===== src/rtl/nn_pkg.sv =====
// Shared types and constants for the fully-connected layer MAC engine.
// Latency: n/a (declarations only).
// Backpressure: n/a.
package nn_pkg;

    localparam int DEF_ADDR_W    = 12;
    localparam int DEF_DATA_W    = 16;
    localparam int DEF_W_ADDR_W  = 16;
    localparam int DEF_ACC_W     = 40;
    localparam int DEF_FRAC_BITS = 0;

    localparam int SAT_MAX = 32767;
    localparam int SAT_MIN = -32768;

    typedef enum logic [2:0] {
        IDLE,
        READ,
        BIAS,
        SUM,
        WRITE,
        DONE
    } state_t;

endpackage


===== src/rtl/nn_act_sat.sv =====
// Fixed-point rescale, optional ReLU and saturation of the accumulator to neuron width.
// Latency: combinational.
// Backpressure: none.
module nn_act_sat
    import nn_pkg::*;
#(
    parameter int ACC_W     = DEF_ACC_W,
    parameter int DATA_W    = DEF_DATA_W,
    parameter int FRAC_BITS = DEF_FRAC_BITS
) (
    input  logic signed [ACC_W-1:0]  acc,
    input  logic                     relu_en,
    output logic        [DATA_W-1:0] res
);

    localparam logic signed [ACC_W-1:0] MAX_V = ACC_W'(SAT_MAX);
    localparam logic signed [ACC_W-1:0] MIN_V = ACC_W'(SAT_MIN);

    logic signed [ACC_W-1:0] shifted;

    assign shifted = acc >>> FRAC_BITS;

    // ReLU runs before saturation so a clamped negative never reaches SAT_MIN
    always_comb begin
        res = shifted[DATA_W-1:0];
        if (relu_en && (shifted < 0))
            res = '0;
        else if (shifted > MAX_V)
            res = DATA_W'(SAT_MAX);
        else if (shifted < MIN_V)
            res = DATA_W'(SAT_MIN);
    end

endmodule


===== src/rtl/layer_mac_engine.sv =====
// Computes one fully-connected layer: in_count MACs + bias per output, ReLU, saturate, write back.
// Latency: out_count*(in_count+3) cycles from start to final write, done one cycle later.
// Backpressure: none; memories are fixed 1-cycle latency, start is ignored while running.
module layer_mac_engine
    import nn_pkg::*;
#(
    parameter int ADDR_W    = DEF_ADDR_W,
    parameter int DATA_W    = DEF_DATA_W,
    parameter int W_ADDR_W  = DEF_W_ADDR_W,
    parameter int ACC_W     = DEF_ACC_W,
    parameter int FRAC_BITS = DEF_FRAC_BITS
) (
    input  logic                clk,
    input  logic                reset_n,
    input  logic                start,
    input  logic [ADDR_W-1:0]   in_base,
    input  logic [ADDR_W-1:0]   in_count,
    input  logic [ADDR_W-1:0]   out_base,
    input  logic [ADDR_W-1:0]   out_count,
    input  logic [W_ADDR_W-1:0] w_base,
    input  logic                relu_en,
    output logic                busy,
    output logic                done,
    output logic [ADDR_W-1:0]   rd_addr,
    input  logic [DATA_W-1:0]   rd_data,
    output logic [W_ADDR_W-1:0] w_addr,
    input  logic [DATA_W-1:0]   w_data,
    output logic                wr_en,
    output logic [ADDR_W-1:0]   wr_addr,
    output logic [DATA_W-1:0]   wr_data
);

    state_t                  state;
    logic [ADDR_W-1:0]       in_base_q, in_count_q, out_base_q, out_count_q;
    logic                    relu_q;
    logic [ADDR_W-1:0]       i_cnt, j_cnt;
    logic                    mac_vld;
    logic signed [ACC_W-1:0] acc;

    logic signed [2*DATA_W-1:0] prod;
    logic signed [ACC_W-1:0]    prod_ext, bias_ext, acc_sum;
    logic        [DATA_W-1:0]   act_res;

    assign prod     = $signed(rd_data) * $signed(w_data);
    assign prod_ext = {{(ACC_W-2*DATA_W){prod[2*DATA_W-1]}}, prod};
    assign bias_ext = {{(ACC_W-DATA_W){w_data[DATA_W-1]}}, w_data} <<< FRAC_BITS;
    assign acc_sum  = acc + bias_ext;

    nn_act_sat #(
        .ACC_W     (ACC_W),
        .DATA_W    (DATA_W),
        .FRAC_BITS (FRAC_BITS)
    ) u_act_sat (
        .acc     (acc_sum),
        .relu_en (relu_q),
        .res     (act_res)
    );

    always_ff @(posedge clk or negedge reset_n) begin
        if (!reset_n) begin
            state       <= IDLE;
            busy        <= 1'b0;
            done        <= 1'b0;
            wr_en       <= 1'b0;
            rd_addr     <= '0;
            w_addr      <= '0;
            wr_addr     <= '0;
            wr_data     <= '0;
            acc         <= '0;
            mac_vld     <= 1'b0;
            in_base_q   <= '0;
            in_count_q  <= '0;
            out_base_q  <= '0;
            out_count_q <= '0;
            relu_q      <= 1'b0;
            i_cnt       <= '0;
            j_cnt       <= '0;
        end else begin
            wr_en <= 1'b0;
            done  <= 1'b0;
            // read data lands one cycle after its address, so the MAC trails READ by a cycle
            mac_vld <= (state == READ);
            if (mac_vld)
                acc <= acc + prod_ext;

            case (state)
                IDLE: begin
                    if (start) begin
                        in_base_q   <= in_base;
                        in_count_q  <= in_count;
                        out_base_q  <= out_base;
                        out_count_q <= out_count;
                        relu_q      <= relu_en;
                        rd_addr     <= in_base;
                        w_addr      <= w_base;
                        i_cnt       <= '0;
                        j_cnt       <= '0;
                        acc         <= '0;
                        if ((in_count == '0) || (out_count == '0)) begin
                            state <= DONE;
                            done  <= 1'b1;
                        end else begin
                            state <= READ;
                            busy  <= 1'b1;
                        end
                    end
                end
                READ: begin
                    rd_addr <= rd_addr + 1'b1;
                    w_addr  <= w_addr + 1'b1;
                    i_cnt   <= i_cnt + 1'b1;
                    if (i_cnt == in_count_q - 1'b1)
                        state <= BIAS;
                end
                BIAS: begin
                    w_addr <= w_addr + 1'b1;
                    state  <= SUM;
                end
                SUM: begin
                    acc     <= acc_sum;
                    wr_data <= act_res;
                    wr_addr <= out_base_q + j_cnt;
                    wr_en   <= 1'b1;
                    state   <= WRITE;
                end
                WRITE: begin
                    acc     <= '0;
                    i_cnt   <= '0;
                    rd_addr <= in_base_q;
                    if (ADDR_W'(j_cnt + 1'b1) < out_count_q) begin
                        j_cnt <= j_cnt + 1'b1;
                        state <= READ;
                    end else begin
                        state <= DONE;
                        busy  <= 1'b0;
                        done  <= 1'b1;
                    end
                end
                DONE:    state <= IDLE;
                default: state <= IDLE;
            endcase
        end
    end

endmodule


===== config.mk =====
export PLATFORM = sky130hd
export DESIGN_NAME = layer_mac_engine
export DESIGN_NICKNAME = d
export VERILOG_FILES = /design/src/rtl/nn_pkg.sv /design/src/rtl/nn_act_sat.sv /design/src/rtl/layer_mac_engine.sv
export SDC_FILE = /design/constraint.sdc
export NUM_CORES = 1
export LEC_CHECK = 0
export ABC_AREA = 0
export CAP_MARGIN = 20
export CORE_MARGIN = 5
export CORE_UTILIZATION = 40
export DETAILED_ROUTE_END_ITERATION = 6
export GPL_TIMING_DRIVEN = 0
export SLEW_MARGIN = 25
export SYNTH_ARGS = -nofsm -noshare
export SYNTH_HDL_FRONTEND = slang
export SYNTH_SLANG_ARGS = --single-unit

===== constraint.sdc =====
create_clock -name clk -period 9.92 [get_ports clk]
set_input_delay 1.488 -clock clk [delete_from_list [all_inputs] [get_ports clk]]
set_output_delay 1.488 -clock clk [all_outputs]
set_load 0.1 [all_outputs]

### After elaboration in Yosys (flattened, before gate mapping)

Cells that the tools add are included.
Widths: inputs -> output; s select.

| storage, ports and cells | value |
|---|---|
| register bits | 176 |
| latch bits | 0 |
| RAM bits | 0 |
| ROM bits | 0 |
| bits of input ports | 100 |
| output and inout bits | 59 |
| memories | 0 |

| operators by class | value |
|---|---|
| $add $sub $neg | 8 |
| multipliers | 1 |
| divide/modulo/power cells | 0 |
| order comparisons | 4 |
| eq/ne operators | 10 |
| shift-type cells | 0 |
| mux-type cells | 28 |
| bitwise operators | 0 |
| reduce and logical (&&, ||, !) cells | 15 |

Operators with widths:

| kind | count |
|---|---|
| $pmux 40 s3 | 1 |
| $mux 40 | 2 |
| $pmux 12 s3 | 2 |
| $mux 16 | 4 |
| $add 40x16->40 | 1 |
| $add 40x32->40 | 1 |
| $gt 40x16->1 const B | 1 |
| $lt 40x1->1 const B | 1 |
| $lt 40x16->1 const B | 1 |
| $add 12x1->12 const B | 3 |
| $mux 12 | 3 |
| $mul 16x16->32 | 1 |
| $pmux 16 s2 | 1 |
| $logic_not 12->1 | 2 |
| $pmux 12 s2 | 1 |
| $add 16x1->16 const B | 1 |
| $pmux 3 s5 | 1 |
| $add 12x12->12 | 1 |
| $eq 12x12->1 | 1 |
| $lt 12x12->1 | 1 |
| $mux 3 | 4 |
| $sub 12x1->12 const B | 1 |
| $ne 2x2->1 const B | 4 |
| $reduce_and 2->1 | 4 |
| other kinds (14) | 23 |

### Longest topological paths before layout

| logic depth | value |
|---|---|
| depth after elaboration | 5 |
| mapped depth | 26 |
| gate-level depth less buffers | 25 |

### Cells and area by module

From an unflattened synthesis, not the netlist that was laid out.

| unflattened totals | value |
|---|---|
| cell total of the unflattened synthesis | 2707 |
| area, all modules | 23714.0 µm² |

By module, submodules not included:

| module | times used | cells an instance | area an instance (µm²) |
|---|---|---|---|
| layer_mac_engine | 1 | 2620 | 23201.0 |
| nn_act_sat | 1 | 87 | 513.0 |

### Worst setup path after synthesis

No wires, ideal clock.

| timing | value |
|---|---|
| path type | input-to-reg |
| start point | in rd_data[13] |
| end point | reg acc[39] |
| library setup time | 0.142 ns |
| data arrival time | 7.419 ns |
| data required time | 9.778 ns |
| path slack | 2.358 ns |
| cell stages on the path | 25 |
| cells stage by stage | clkbuf_1 -> nand2_1 -> fa_1 -> inv_1 -> fa_1 -> inv_1 -> fa_1 -> inv_1 -> fa_1 -> fa_1 -> inv_1 -> fa_1 -> inv_1 -> ha_1 -> a21o_1 -> a21o_1 -> a32o_1 -> a211o_1 -> a41oi_1 -> a211o_1 -> a311oi_1 -> a221oi_1 -> a21oi_1 -> xnor2_1 -> o221ai_1 |

| between the ends | value |
|---|---|
| longest elaborated chain between the ends | 5 |

RTL lines:

| what | RTL line | text |
|---|---|---|
| from (decl) | layer_mac_engine.sv:25 | `input logic [DATA_W-1:0] rd_data,` |
| $mul 16x16->32 * | layer_mac_engine.sv:44 | `assign prod = $signed(rd_data) * $signed(w_data);` |
| $add 40x32->40 * | layer_mac_engine.sv:84 | `acc <= acc + prod_ext;` |
| $mux 40 * | layer_mac_engine.sv:83 | `if (mac_vld)` |
| $mux 40 | layer_mac_engine.sv:88 | `if (start) begin` |
| $pmux 40 s3 * | layer_mac_engine.sv:86 | `case (state)` |
| to (signal assigned) | layer_mac_engine.sv:84 |  |
| to (signal assigned) | layer_mac_engine.sv:120 | `acc <= acc_sum;` |
| to (decl) | layer_mac_engine.sv:38 | `logic signed [ACC_W-1:0] acc;` |

Mark *: on every way between the ends. The rest lies on a longest branch, timed or not.
A chain may end at the register's enable or synchronous reset.

### Final worst setup path

| timing | value |
|---|---|
| start point | in rd_data[7] |
| end point | reg acc[39] |

Same word-level chain as after synthesis.

==> results.md <==
* Result of the run: finished clean
* Die footprint at 63800 µm²
* Total global-route track usage at 20.8%
* Routed WL per cell at 18.2 µm
* Sequential-to-total area share from yosys stat at a little under a fifth
* Global-route wire length before repair at 108000 µm
* Floorplan Core Area at slightly below 60000 µm²
* Largest buffer count on any clock path at 2
* Max-cap check violation count at 0
* Filler instances at 5709
* Data arrival, critical path at 9.17 ns
* Cell depth of the worst flop-to-flop path at 20
* Post-route clock period utilization at 89.6%
* Hold_buf cts at 0
* Sinks on Clock Net at 176
* Total Nets Final at 3402
* Registers with the highest flip-flop counts: acc x40, w_addr x16, wr_data x16
* Post-synth ARST share at 100%
* Count of flip-flops with a built-in enable after synthesis at 0
* Fraction of final layout cells sized beyond drive strength 1 at around 3.8%
* Hold Path Cell Cnt at 2
* Leading cell types by total area after synthesis: sky130_fd_sc_hd__fa_1 (28%), sky130_fd_sc_hd__dfrtp_1 (19%), sky130_fd_sc_hd__ha_1 (9.6%)
* Achievable Freq at 0.113 GHz
* Die height at about 250 µm
* Top FF cell, synth: sky130_fd_sc_hd__dfrtp_1
* Routability Congestion at roughly 0.92
* Hold Path Class: reg2reg
* HPWL Detailed at around 55000 µm
* Biggest register: acc
* Cell area after synthesis at 23600 µm²
* Most frequent cells in the layout: sky130_fd_sc_hd__inv_1 (447), sky130_fd_sc_hd__fa_1 (331), sky130_fd_sc_hd__nand2_1 (306)
* Crit Path Max Fanout at 10
* Worst-case clock skew at between 0.01 and 0.015 ns
* Count of mapped cells out of synthesis at ~2600
* Via count at 18600
* Non-Filler Instances at 3576
* Footprint of the multi-input gates at 17100 µm²
* Number of CTS-inserted buffers at 17
* Number of antenna violations at the first check in global routing at 1
* Largest register FFs at 40
* Critical Path Source Type: primary input
* Largest area contributor in the netlist: sky130_fd_sc_hd__fa_1
* IO buf count at 158
* Post-synthesis net count at around 3200
* Drt pass-1 iters at 5
* Clock root buffer master: sky130_fd_sc_hd__clkbuf_16
* Final-report max-slew violation count at 0
* Syn avg cell area at around 9 µm²
* Via count of the first global-routing pass at about 20000
* Setup repair after global routing missed its margin: no
* Transition time at the pin with the least slew margin at 1.05 ns
* CTS tree: done
* Crit. End Element: register
* Wire length after detailed routing at 65300 µm
* Required time at the worst-slack endpoint at 10.20 ns
* Distinct cell type count of the synthesized netlist at 82
* Horizontal die dimension at 253 µm
* Area Overhead vs Synth at 13.6%
* Clock transition time at the flip-flop clock pins of the worst setup and hold paths at approximately 0.080 ns
* Final period demand of the worst path at 8.89 ns
* Effective utilization at floorplan at 40.1%
* Final Hold Violating Endpoints at 0
* Largest net degree at the start of global routing at 82
* Most common cell after layout, fill and taps aside: sky130_fd_sc_hd__inv_1
* Number of I/O pins at around 160
* Overflow left after global routing at 0
* Number of placed cells counting well taps at ~3500
* Avg Vias per Cell at about 5.2
* Htree depth at 4
* Synthesis Warnings at 0
* Register area at 4400 µm²
* Starting DRC count in detailed routing at about 1200
* Clock insertion delay at the later pin of the skew report at ~0.44 ns
* Worst Hold Margin at 0.480 ns
* Yosys top cell area share at 28.2%
* Number of flip-flops and latches in the synthesized netlist at ~180
* Detailed-route DRC error count at 0
* Post-Route Setup TNS at 0 ns
* Total of cells resized after clock tree synthesis at 0
* Final setup violating endpoints at 0
* Post-detailed-route count of antenna-violating nets at 0
* Buffer count from post-CTS setup fixing at 0
* Normalized max-slew margin at 29.7%
* Standard-cell row count at 89
* Critical path class: in2reg
[critical path, cell delays in order]
cell and delay, ns:
sky130_fd_sc_hd__clkdlybuf4s50_1 0.73, sky130_fd_sc_hd__clkbuf_1 0.53, sky130_fd_sc_hd__nand2_1 0.18, sky130_fd_sc_hd__fa_1 0.59, sky130_fd_sc_hd__inv_1 0.06, sky130_fd_sc_hd__fa_1 0.51
sky130_fd_sc_hd__inv_1 0.06, sky130_fd_sc_hd__fa_1 0.53, sky130_fd_sc_hd__inv_1 0.05, sky130_fd_sc_hd__fa_1 0.51, sky130_fd_sc_hd__fa_1 0.57, sky130_fd_sc_hd__inv_1 0.06
sky130_fd_sc_hd__fa_1 0.54, sky130_fd_sc_hd__inv_1 0.04, sky130_fd_sc_hd__ha_1 0.36, sky130_fd_sc_hd__a21o_1 0.18, sky130_fd_sc_hd__a21o_1 0.17, sky130_fd_sc_hd__a32o_1 0.19
sky130_fd_sc_hd__a211o_1 0.30, sky130_fd_sc_hd__a41oi_1 0.30, sky130_fd_sc_hd__a211o_1 0.20, sky130_fd_sc_hd__a311oi_1 0.14, sky130_fd_sc_hd__a221oi_1 0.38, sky130_fd_sc_hd__a21oi_1 0.15
sky130_fd_sc_hd__xnor2_1 0.18, sky130_fd_sc_hd__o221ai_1 0.15
[path summary, 6_finish.rpt]
| check | start | end | slack (ns) |
|---|---|---|---|
| max | rd_data[7] | acc[39] | 1.03 |
| min | wr_addr[5] | wr_addr[5] | 0.48 |
| max reg2reg | acc[15] | acc[39] | 3.97 |
| min reg2reg | wr_addr[5] | wr_addr[5] | 0.48 |
| max in group asynchronous | reset_n | wr_data[0] | 7.94 |
| min in group asynchronous | reset_n | w_addr[15] | 0.91 |
[cells by family (layout without fill, tap and decap cells)]
group,after synthesis,after routing,share of synthesized area [%]
buf+inv,540,733,8.71
compound gates,488,488,12.9
simple gates,705,705,14.4
xor+xnor,120,120,4.49
mux,67,67,3.03
flops,176,176,18.7
other cells,0,1,0
fa+ha+maj,513,513,37.8
[synth_stat cells, types with 22 or more instances]
| master | count |
|---|---|
| sky130_fd_sc_hd__nor2_1 | 103 |
| sky130_fd_sc_hd__mux2_2 | 35 |
| sky130_fd_sc_hd__o21ai_0 | 122 |
| sky130_fd_sc_hd__clkbuf_1 | 83 |
| sky130_fd_sc_hd__dfrtp_1 | 176 |
| sky130_fd_sc_hd__nand3_1 | 44 |
| sky130_fd_sc_hd__mux2i_1 | 32 |
| sky130_fd_sc_hd__a21oi_1 | 147 |
| sky130_fd_sc_hd__fa_1 | 332 |
| sky130_fd_sc_hd__and2_1 | 119 |
| sky130_fd_sc_hd__nand2_1 | 306 |
| sky130_fd_sc_hd__xnor2_1 | 69 |
| sky130_fd_sc_hd__inv_1 | 447 |
| sky130_fd_sc_hd__ha_1 | 181 |
| sky130_fd_sc_hd__a21o_1 | 34 |
| sky130_fd_sc_hd__o22ai_1 | 22 |
| sky130_fd_sc_hd__xor2_1 | 50 |
[layer usage]
metal / vias to the layer above / routed length [µm] / GRT usage (%) / share of wire, %
met5: - / 0 / 0 / 0
met4: 0 / 1560 / 4.89 / 2.4
met3: 89 / 2780 / 2.56 / 4.3
met2: 478 / 31600 / 35.6 / 48
met1: 9243 / 29300 / 28.6 / 45
li1: 8838 / - / - / -
[final cells by class]
class | instances | area share, %
Antenna cell | 1 | 0.00935
Buffer | 93 | 1.39
Clock buffer | 18 | 1.64
Clock inverter | 14 | 0.547
Inverter | 447 | 6.27
Multi-Input combinational cell | 1893 | 63.9
Sequential cell | 176 | 16.5
Tap cell | 773 | 3.61
Timing Repair Buffer | 161 | 6.19
[stage by stage]
step / cell area [µm²] / util, % / setup slack [ns]
floorplan: 23600 / - / 2.36
global placement: 26100 / 44.5 / -0.244
detailed placement: 26200 / 44.6 / 0.627
CTS: 26800 / 45.6 / 1.06
global route: 26800 / 45.6 / 0.712
finish: 26800 / 45.6 / 1.03
Power is not shown: default switching activity piles up to over one toggle a cycle in this logic, so the estimate is an artifact.
